`config.mk`:
```
export PLATFORM = sky130hd
export DESIGN_NAME = stop_sequencer
export DESIGN_NICKNAME = d
export VERILOG_FILES = /design/src/rtl/stop_sequencer.sv
export SDC_FILE = /design/constraint.sdc
export NUM_CORES = 1
export LEC_CHECK = 0
export CAP_MARGIN = 10
export CORE_MARGIN = 1
export CORE_UTILIZATION = 40
export CTS_CLUSTER_SIZE = 24
export DETAILED_ROUTE_END_ITERATION = 12
export PLACE_DENSITY = 0.71
export SKIP_CTS_REPAIR_TIMING = 1
export SLEW_MARGIN = 20
export SYNTH_ARGS = -nofsm -noshare
export SYNTH_HDL_FRONTEND = slang
export SYNTH_SLANG_ARGS = --single-unit
export TNS_END_PERCENT = 10
```
`constraint.sdc`:
```
create_clock -name clk -period 2.4 [get_ports clk]
set_input_delay 0.48 -clock clk [delete_from_list [all_inputs] [get_ports clk]]
set_output_delay 0.48 -clock clk [all_outputs]
set_load 0.05 [all_outputs]
```
`src/rtl/stop_sequencer.sv`:
```
// STOP instruction sequencer: drives the `stop` level for CGB speed switching
// and low-power STOP with joypad wake-up.
module stop_sequencer #(
  parameter int unsigned SWITCH_CYCLES = 2050,
  parameter int unsigned WAKE_CYCLES   = 4
) (
  input  logic clk,
  input  logic reset_n,
  input  logic cpu_en,
  input  logic stop_exec,
  input  logic prepare_switch,
  input  logic cgb,
  input  logic joypad_any,
  output logic stop,
  output logic cpu_halt,
  output logic stopped,
  output logic div_reset,
  output logic busy
);

  localparam int unsigned MAX_CYCLES = (SWITCH_CYCLES > WAKE_CYCLES) ? SWITCH_CYCLES : WAKE_CYCLES;
  localparam int unsigned CNT_W      = (MAX_CYCLES > 1) ? $clog2(MAX_CYCLES) : 1;
  localparam logic [CNT_W-1:0] SWITCH_LOAD = CNT_W'(SWITCH_CYCLES - 1);
  localparam logic [CNT_W-1:0] WAKE_LOAD   = CNT_W'(WAKE_CYCLES - 1);

  typedef enum logic [1:0] {
    IDLE,
    SWITCH,
    STOPPED,
    WAKE
  } state_t;

  state_t           state;
  logic [CNT_W-1:0] counter;

  // Outputs are assigned alongside each state transition so they stay registered
  // and always match the state being entered.
  always_ff @(posedge clk or negedge reset_n) begin
    if (!reset_n) begin
      state     <= IDLE;
      counter   <= '0;
      stop      <= 1'b0;
      cpu_halt  <= 1'b0;
      stopped   <= 1'b0;
      div_reset <= 1'b0;
      busy      <= 1'b0;
    end else begin
      div_reset <= 1'b0;
      case (state)
        IDLE: begin
          if (cpu_en && stop_exec) begin
            if (cgb && prepare_switch) begin
              state     <= SWITCH;
              counter   <= SWITCH_LOAD;
              stop      <= 1'b1;
              cpu_halt  <= 1'b1;
              busy      <= 1'b1;
              div_reset <= 1'b1;
            end else if (!joypad_any) begin
              state     <= STOPPED;
              stop      <= 1'b1;
              stopped   <= 1'b1;
              cpu_halt  <= 1'b1;
              busy      <= 1'b1;
              div_reset <= 1'b1;
            end
          end
        end
        SWITCH: begin
          if (cpu_en) begin
            if (counter == '0) begin
              state    <= IDLE;
              stop     <= 1'b0;
              cpu_halt <= 1'b0;
              busy     <= 1'b0;
            end else begin
              counter <= counter - 1'b1;
            end
          end
        end
        STOPPED: begin
          if (joypad_any) begin
            state   <= WAKE;
            counter <= WAKE_LOAD;
            stop    <= 1'b0;
            stopped <= 1'b0;
          end
        end
        WAKE: begin
          if (cpu_en) begin
            if (counter == '0) begin
              state    <= IDLE;
              cpu_halt <= 1'b0;
              busy     <= 1'b0;
            end else begin
              counter <= counter - 1'b1;
            end
          end
        end
        default: begin
          state    <= IDLE;
          stop     <= 1'b0;
          cpu_halt <= 1'b0;
          stopped  <= 1'b0;
          busy     <= 1'b0;
        end
      endcase
    end
  end

endmodule

```
==> qor.yml <==
yosys:
  yosysUniqueCellTypes: 37
  syn_nets: 142
  ys_seq_area_frac: 0.401
  syn-cell-area_um2: 1120
  yosys-top-cells-area: "dfrtp_1 40%, o21ai_0 9.8%, ha_1 6.7%"
  yosys_register_bits: 18
  synth_commonest_cells: "22 x o21ai_0, 18 x dfrtp_1, 14 x nor2_1"
  synthCells: 129
  syn_area_per_cell_um2: 8.71
  synth_edf_count: 0
  yosysWarningCount: 0
  yosysMostFrequentCell: "o21ai_0"
  synth_top_cell_area_share: 0.401
  yosysTopAreaCell: "dfrtp_1"
  ys.flop_type: "dfrtp_1"
  async_reset_ff_frac: 1.00
global_routing:
  globalRouteOverflowTotal: 0
  grt_pass1_vias: 916
  grt_max_degree: 19
  grt_util_all_layers: 0.187
  grt_pass1_wl_um: 3970
  grt_antenna_before_repair: 0
cts:
  cts_buffers: 3
  cts_sinks: 18
  clkTransAtPathRegs_ns: 0.10
  htree_levels: 1
  clock_latency_ns: 0.29
  cts_tree: "done"
  cts_root_buf: "clkbuf_4"
  clockBufferDepth: 2
drt:
  wire_per_inst_um: 13.5
  wl_met1_um: 1190
  drc_errors: 0
  vias_per_cell: 5.58
  routed.top_layer: "met4"
  ant_nets: 0
  wl_um: 2480
  first_pass_iters: 4
  drt-initial-drc-count: 32
  wl_met3_um: 94
  vias: 1026
  dr_wl_met2_um: 1170
floorplanning:
  core_um2: 2570
  die-area_um2: 3030
  die_h_um: 55
  start_util: 0.438
  fp.dieW_um: 55
  rows: 18
  ios: 12
place:
  port_buffers: 11
  dp_hpwl_um: 1880
  place_area_um2: 1360
  place_congestion: 0.867
critical_path:
  crit_path_start_kind: "flop"
  cp.required_ns: 2.58
  crit_arrival_ns: 2.47
  reg2reg_from: "counter[0]"
  cp_slowest_cell: "or3b_2"
  timing.critical_path.cells: "inv_1 -> ha_1 -> or3b_2 -> nor2_1 -> nand3_1 -> a21oi_1 -> mux2_2"
  rr_worst_depth: 7
  rrSetupSlack_ns: 0.11
  cp_max_fo: 4
  critPathKind: "flop to flop"
  critPathMaxStageDelay_ns: 0.50
  r2r-end: "state[0]"
  end_kind: "flop"
timing:
  fin_hold_ws_ns: 0.512
  finalClockSkew_ns: 0.000785
  finalHoldViolCount: 0
  rsz0062_at_grt: "false"
  maxSlewHeadroom: 0.665
  tns_ns: 0
  slew_viol_final: 0
  period_needed_ns: 2.29
  final-setup-viol-count: 0
  tightest_slew_ns: 0.501
  finalCritPeriodShare: 0.955
  fmax_mhz: 436
layout:
  num_antenna_cells: 0
  final_nets: 168
  area_growth_pct: 24.3
  drive_gt1_frac: 0.169
  final_core_util: 0.544
  postLayoutCellArea_um2: 1400
pwr:
  p_leak_nw: 0.652
  worst_ir_drop_vdd_uv: 927
  p_per_area_nw_per_um2: 1220
  total_power_mw: 1.71
min_path:
  hp-class: "input port to async pin"
outcome:
  outcome: "finished, final reports clean"
flow_run:
  drv_cap: 0
==> power breakdown <==
group	internal (mW)	switching [mW]
registers	0.398	0.0798
clock network	0.0924	0.0889
logic	0.452	0.595
==> stage by stage <==
stage	setup slack [ns]	std cells
detailed placement	0.0317	180
global placement	0.0495	180
CTS	0.0919	184
global route	0.0127	184
finish	0.107	184
floorplan	0.162	129
==> flip-flops by register name, indices dropped and copies added (netlist names) <==
register and cells:
state 2, busy 1, stopped 1, div_reset 1, stop 1, counter 12
==> logic make-up after synthesis <==
group	after synthesis	synth area share
AO/OA/AOI/OAI	42	0.239
buffers and inverters	13	0.0479
multiplexers	5	0.0468
flip-flops	18	0.401
adder cells (fa/ha/maj)	6	0.0668
AND/OR/NAND/NOR	45	0.198
==> how the worst max path moves through the flow <==
| stage | startpoint | to | slack, ns | cells past startpoint |
|---|---|---|---|---|
| after CTS | state[0] | counter[9] | 0.09 | 7 |
| after floorplan | state[0] | counter[9] | 0.16 | 7 |
| after global placement | cpu_en | counter[9] | 0.05 | 6 |
| final | counter[0] | state[0] | 0.11 | 7 |
| after global routing | state[0] | counter[4] | 0.01 | 9 |
| after detailed placement | cpu_en | counter[9] | 0.03 | 6 |
==> routing by layer <==
layer  vias up  track usage
met1       486        0.249
met4         0       0.0500
li1        518            -
met5         -            0
met3         2       0.0492
met2        20        0.299
==> layout by cell type, fill, tap and decap left out, drive strengths merged, types with 2 or more instances in the layout <==
cell type and count:
a211oi 2, a21oi 4, a221o 3, a31oi 2, and2 2, buf 14
clkbuf 4, clkdlybuf4s50 11, dfrtp 18, ha 6, inv 9, mux2 2
mux2i 3, nand2 10, nand3 3, nor2 14, nor3 5, o21ai 22
or2 2, or3 2, or4 2
==> critical path: cells and delay by family, from the launching register on <==
family,cells,cell delay [ns]
flip-flops,1,0.40
multiplexers,1,0.37
buffers and inverters,1,0.10
AND/OR/NAND/NOR,3,0.85
AO/OA/AOI/OAI,1,0.31
adder cells (fa/ha/maj),1,0.17
==> final cells by class <==
type / instances / area (um2)
Multi-Input combinational cell: 98 / 622
Timing Repair Buffer: 25 / 215
Clock buffer: 4 / 36.3
Tap cell: 30 / 37.5
Sequential cell: 18 / 452
Inverter: 9 / 33.8
Fill cell: 242 / 1170
Power figures use the tool's default switching activity.
